File: src/rtl/inc_stream_checker_sat_counter.sv
// Saturating up-counter with synchronous clear; clear and increment on one edge yields 1.
// Latency: 1 cycle from INC_I/CLR_I to CNT_O.
// Backpressure: none; an increment at all-ones is absorbed (count holds, never wraps).
//
// Ports:
//   CLK_I  - clock, rising edge
//   RST_I  - synchronous active-high reset, overrides everything
//   CLR_I  - synchronous clear of the count
//   INC_I  - count one event this cycle
//   CNT_O  - registered count, saturates at all-ones
module sat_counter #(
    parameter int P_WIDTH = 16
) (
    input  logic               CLK_I,
    input  logic               RST_I,
    input  logic               CLR_I,
    input  logic               INC_I,
    output logic [P_WIDTH-1:0] CNT_O
);

    localparam logic [P_WIDTH-1:0] CNT_ONE = P_WIDTH'(1);
    localparam logic [P_WIDTH-1:0] CNT_MAX = '1;

    logic [P_WIDTH-1:0] cnt_q;

    always_ff @(posedge CLK_I) begin
        if (RST_I) begin
            cnt_q <= '0;
        end else if (CLR_I) begin
            // An event landing on the clear edge must not be lost.
            cnt_q <= INC_I ? CNT_ONE : '0;
        end else if (INC_I && (cnt_q != CNT_MAX)) begin
            cnt_q <= cnt_q + CNT_ONE;
        end
    end

    assign CNT_O = cnt_q;

endmodule

File: config.mk
export PLATFORM = sky130hd
export DESIGN_NAME = sat_counter
export DESIGN_NICKNAME = d
export VERILOG_FILES = /design/src/rtl/inc_stream_checker_sat_counter.sv
export SDC_FILE = /design/constraint.sdc
export NUM_CORES = 1
export LEC_CHECK = 0
export CAP_MARGIN = 20
export CORE_ASPECT_RATIO = 0.5
export CORE_UTILIZATION = 30
export DETAILED_ROUTE_END_ITERATION = 8
export PLACE_DENSITY = 0.49
export SYNTH_ARGS = -nofsm -noshare
export SYNTH_HDL_FRONTEND = slang
export SYNTH_SLANG_ARGS = --single-unit
File: constraint.sdc
create_clock -name CLK_I -period 2.2 [get_ports CLK_I]
set_input_delay 0.44 -clock CLK_I [delete_from_list [all_inputs] [get_ports CLK_I]]
set_output_delay 0.44 -clock CLK_I [all_outputs]
set_load 0.01 [all_outputs]
==> reports/metrics.cfg, run 1 <==
[status]
outcome=completed

[final_layout]
largest_reg_flops=16
areaGrowthSynthToFinish_pct=40.8
utilization=0.452
final_layout_size_suffix_gt1_frac=0.141
final_cell_area_um2=1180
insertedDiodeCount=0
fin_cells=165
n_fill_cell=255
multiInputGateArea_um2=478
layout.nets=134
seqCellArea_um2=320

[route]
drc=0
routed_wl_um=2260
vias_per_cell=5.35
antenna_left=0
routedWlPerCell_um=13.7
vias=882
drt_pass1_iterations=4
first_iter_violations=41

[critical_path]
crit_type=flop to flop
crit_required_ns=2.38
worst_ep_arrival_time_ns=2.14
max_stage_delay_ns=0.64
critPathTopFamily=simple AND/OR/NAND/NOR gates
end_kind=flop
crit_chain=nand4_1 -> or4_4 -> a2111oi_0 -> o21bai_1
crit_path_max_fanout=7
cp-start-kind=flop
critPathBufInv=0
slowest_stage=or4_4

[job]
maxCapViolations=0

[placement]
port-buffer-count=19
dp_worst_setup_slack_ns=0.0447
dpl_cell_area_um2=1130
dp_cells=161
hpwl_um=1760
gp_congestion=0.847

[die]
dieArea_um2=3030
core_um2=2620
initial_utilization=0.321
io_pins=20
rows=13
die_x_um=76.9
die_y_um=39.4

[timing]
post-route-worst-setup-slack_ns=0.239
holdWs_ns=0.523
worst_pin_slew_ns=0.556
hold_viol=0
finalCritPeriodShare=0.891
post-route-min-period_ns=1.96
clock-skew-final_ns=0.00327
setup_tns_ns=0
setup_viol=0
timing.fmax_ghz=0.510
rsz0062_at_grt=false
drv_slew=0
slew_headroom=0.627

[power]
power_frac_clock=0.450
power_density_nw_per_um2=491
p_seq_frac=0.505
total_power_uw=581
ir_drop_v=0.000275
p_comb_frac=0.045
p_int_uw=464
p_leak_nw=0.383
p_sw_frac=0.203
switchingPower_uw=118

[clock_network]
root_buffer=clkbuf_8
h-tree-depth=1
cts.sinks=16
cts_hold_buf=0
ctsResizeCount=0
clk-insertion-delay-late_ns=0.25
cts_buffers=3
cts_setup_buffers=0
clockBufferDepth=2
cts_tree=yes
path_clk_slew_ns=0.07

[global_routing]
overflow=0
grt_antenna_before_repair=0
first_global_vias=790
track_usage=0.168
grt_pass1_wl_um=3800
grt_max_degree=12

[logic_synthesis]
synth_area_leaders=dfxtp_1 (38%), a21oi_1 (6.5%), nand3_1 (5.4%)
synth_seq_cells=16
synth_top_area_frac=0.381
syn_area_um2=841
yosysSeqAreaShare=0.381
yosysWarnings=0
avgSynthCellArea_um2=8.49
synth_nets=104
yosys.area.top_type=dfxtp_1
synth.distinct_cells=33
syn_inst=99

[hold_path]
hp-class=flop to flop

## tightest hold or removal path, stage by stage, from the launching register on
cell and delay (ns):
dfxtp_1 0.34, o41ai_1 0.07, a21oi_1 0.06
## power by group through the flow
stage,registers (mW),logic [mW],clock network (mW)
finish,0.293,0.0262,0.262
global route,0.294,0.0291,0.285
CTS,0.293,0.0262,0.270
detailed placement,0.300,0.0263,0
global placement,0.300,0.0257,0
floorplan,0.301,0.0105,0
## synthesized netlist by cell type
cell and count:
nor2_1 3, nand4_1 3, nand3_1 9, dfxtp_1 16
nor3_1 4, ha_1 1, inv_1 5, dlygate4sd3_1 1
o31ai_1 6, a41oi_1 1, clkbuf_2 1, nor4_1 3
or3_2 1, o21a_1 1, or2_2 1, o41ai_1 1
o21bai_1 1, or4_4 1, and4_1 1, o31a_1 1
a21oi_1 11, o21ai_0 4, mux2i_1 1, or4_1 6
nand2_1 5, nand4_4 1, o211a_1 2, buf_2 1
clkbuf_1 1, nor3b_1 1, or3_1 3, a2111oi_0 1
nand2b_1 1
## logic make-up (layout without fill, tap and decap cells)
kind of cell	count (synthesis)	after routing	synth area share
buffers and inverters	9	38	0.0506
flip-flops	16	16	0.381
adder cells (fa/ha/maj)	1	1	0.0149
AO/OA/AOI/OAI	29	29	0.226
multiplexers	1	1	0.0119
AND/OR/NAND/NOR	43	43	0.315
## worst paths after layout
| check | startpoint | to | slack, ns | cells past startpoint |
|---|---|---|---|---|
| setup reg to reg | CNT_O[8] | CNT_O[0] | 0.24 | 4 |
| setup / recovery | CNT_O[8] | CNT_O[0] | 0.24 | 4 |
| hold reg to reg | CNT_O[15] | CNT_O[15] | 0.52 | 2 |
| hold / removal | CNT_O[15] | CNT_O[15] | 0.52 | 2 |
## layout make-up
| type | count | area share |
|---|---|---|
| timing repair buffer | 29 | 0.224 |
| sequential | 16 | 0.271 |
| tap | 37 | 0.0391 |
| inverter | 5 | 0.0159 |
| multi-input combinational | 74 | 0.404 |
| clock buffer | 4 | 0.0465 |
## metal layers
| layer | vias up | GRT usage | routed length [um] |
|---|---|---|---|
| li1 | 443 | - | - |
| met1 | 423 | 0.239 | 1250 |
| met2 | 16 | 0.252 | 911 |
| met3 | 0 | 0.0442 | 102 |
| met4 | 0 | 0.0288 | 0 |
| met5 | - | 0 | 0 |
## cells in the final DEF (no fill, tap or decap)
master	n
o211a_1	2
o21bai_1	1
or4_1	6
or3_1	3
a41oi_1	1
nor3b_1	1
nor4_1	3
nand4_4	1
dfxtp_1	16
o31ai_1	6
nor2_1	3
a21oi_1	11
buf_4	10
or2_2	1
clkbuf_8	4
nand2b_1	1
o21ai_0	4
inv_1	5
clkdlybuf4s50_1	19
nor3_1	4
nand3_1	9
or4_4	1
ha_1	1
a2111oi_0	1
o21a_1	1
o31a_1	1
nand4_1	3
nand2_1	5
mux2i_1	1
or3_2	1
o41ai_1	1
and4_1	1
Note: power is estimated with default switching activity, not from simulation.
==> run 2, diff against run 1 <==
--- a/config.mk
+++ b/config.mk
@@ -6,10 +6,11 @@
 export NUM_CORES = 1
 export LEC_CHECK = 0
 export CAP_MARGIN = 20
-export CORE_ASPECT_RATIO = 0.5
-export CORE_UTILIZATION = 30
+export CORE_UTILIZATION = 35
+export CTS_BUF_LIST = sky130_fd_sc_hd__clkbuf_4 sky130_fd_sc_hd__clkbuf_8
 export DETAILED_ROUTE_END_ITERATION = 8
-export PLACE_DENSITY = 0.49
+export PLACE_DENSITY = 0.56
+export SETUP_SLACK_MARGIN = 0.15
 export SYNTH_ARGS = -nofsm -noshare
 export SYNTH_HDL_FRONTEND = slang
 export SYNTH_SLANG_ARGS = --single-unit
==> run 2 against run 1 <==
Non-clock buffer count is 2 lower. Clock skew decreased by 0.0016 ns. First-iteration DRC count fell by 66%. Die area shrank 14%. Largest power group unchanged.
==> reports/metrics.cfg, run 2 (synthesis gave the netlist of run 1 again) <==
[die]
dieArea_um2=2600
core_um2=2230
die_y_um=51.0
io_pins=20
die_x_um=51.0
initial_utilization=0.376
rows=17

[critical_path]
crit_type=flop to flop
worst_ep_arrival_time_ns=2.09
crit_required_ns=2.42
cp-start-kind=flop
end_kind=flop
crit_path_max_fanout=7
max_stage_delay_ns=0.60
crit_chain=nand4_1 -> or4_4 -> a2111oi_0 -> o21bai_1
slowest_stage=or4_4

[timing]
finalCritPeriodShare=0.848
clock-skew-final_ns=0.00166
post-route-min-period_ns=1.87
slew_headroom=0.672
drv_slew=0
timing.fmax_ghz=0.536
hold_viol=0
setup_tns_ns=0
worst_pin_slew_ns=0.488
setup_viol=0
rsz0062_at_grt=false

[clock_network]
cts.sinks=16
cts_tree=yes
cts_hold_buf=0
clockBufferDepth=2
ctsResizeCount=0
clk-insertion-delay-late_ns=0.28
cts_buffers=3
path_clk_slew_ns=0.09
h-tree-depth=1
cts_setup_buffers=0
root_buffer=clkbuf_4

[route]
drt_pass1_iterations=4
routed_wl_um=2090
antenna_left=0
first_iter_violations=14
drc=0
vias=874
routedWlPerCell_um=13.7
vias_per_cell=5.71

[power]
p_leak_nw=0.358
ir_drop_v=0.000339
p_sw_frac=0.219
switchingPower_uw=103
power_frac_clock=0.322
p_comb_frac=0.056
power_density_nw_per_um2=419
p_seq_frac=0.623
p_int_uw=368

[final_layout]
areaGrowthSynthToFinish_pct=33.8
mostFrequentLayoutCell=clkdlybuf4s50_1
utilization=0.504
layout_common_cells=clkdlybuf4s50_1 (19), dfxtp_1 (16), a21oi_1 (11), nand3_1 (9), buf_4 (8)
largest_reg_flops=16
layout.nets=132
insertedDiodeCount=0
final_cell_area_um2=1120
fin_cells=153
final_layout_size_suffix_gt1_frac=0.120

[global_routing]
overflow=0
grt_antenna_before_repair=0
grt_pass1_wl_um=3550
track_usage=0.184
grt_max_degree=12
first_global_vias=791

[placement]
gp_congestion=0.762
port-buffer-count=19
dp_cells=150
hpwl_um=1550
dpl_cell_area_um2=1100

[status]
outcome=completed

[job]
maxCapViolations=0

[hold_path]
hp-class=flop to flop

## run 2: changes by cell type in the layout (fill, tap and decap cells not counted)
cell,before,now
clkbuf_4,0,3
buf_4,10,8
clkbuf_8,4,0
## run 2: power by group through the flow
stage	sequential (mW)	combinational, mW	clock, mW
after floorplan	0.301	0.0105	0
after CTS	0.293	0.0267	0.161
after global routing	0.294	0.0297	0.176
after detailed placement	0.300	0.0265	0
after global placement	0.300	0.0260	0
final	0.293	0.0262	0.152
## run 2: metrics by stage
| stage | hold slack [ns] | worst slack [ns] | power (mW) |
|---|---|---|---|
| after CTS | 0.527 | 0.323 | 0.481 |
| final | 0.523 | 0.335 | 0.471 |
| after global placement | 0.505 | 0.0999 | 0.326 |
| after detailed placement | 0.508 | 0.0741 | 0.327 |
| after floorplan | 0.515 | 0.403 | 0.311 |
| after global routing | 0.566 | 0.186 | 0.499 |
## run 2: worst max-delay path, delay by kind of cell, from the launching register on
family | cells | cell delay (ns)
flops | 1 | 0.45
compound gates | 2 | 0.56
simple gates | 2 | 0.81
## run 2: routing by layer
layer	global-route usage	vias up	wire length, um
met5	0	-	0
met4	0.0417	0	14
met3	0.0625	2	81
met2	0.314	19	984
met1	0.219	410	1010
li1	-	443	-
## run 2: layout make-up
cell class,instances,area (um^2)
Timing Repair Buffer,27,250
Clock buffer,3,22.5
Tap cell,28,35.0
Inverter,5,18.8
Sequential cell,16,320
Fill cell,233,1110
Multi-Input combinational cell,74,478
## run 2: path summary, 6_finish.rpt
path              startpoint         to  slack (ns)  cells past startpoint
setup reg to reg   CNT_O[12]   CNT_O[0]        0.33                      4
hold reg to reg    CNT_O[15]  CNT_O[15]        0.52                      2
hold / removal     CNT_O[15]  CNT_O[15]        0.52                      2
setup / recovery   CNT_O[12]   CNT_O[0]        0.33                      4
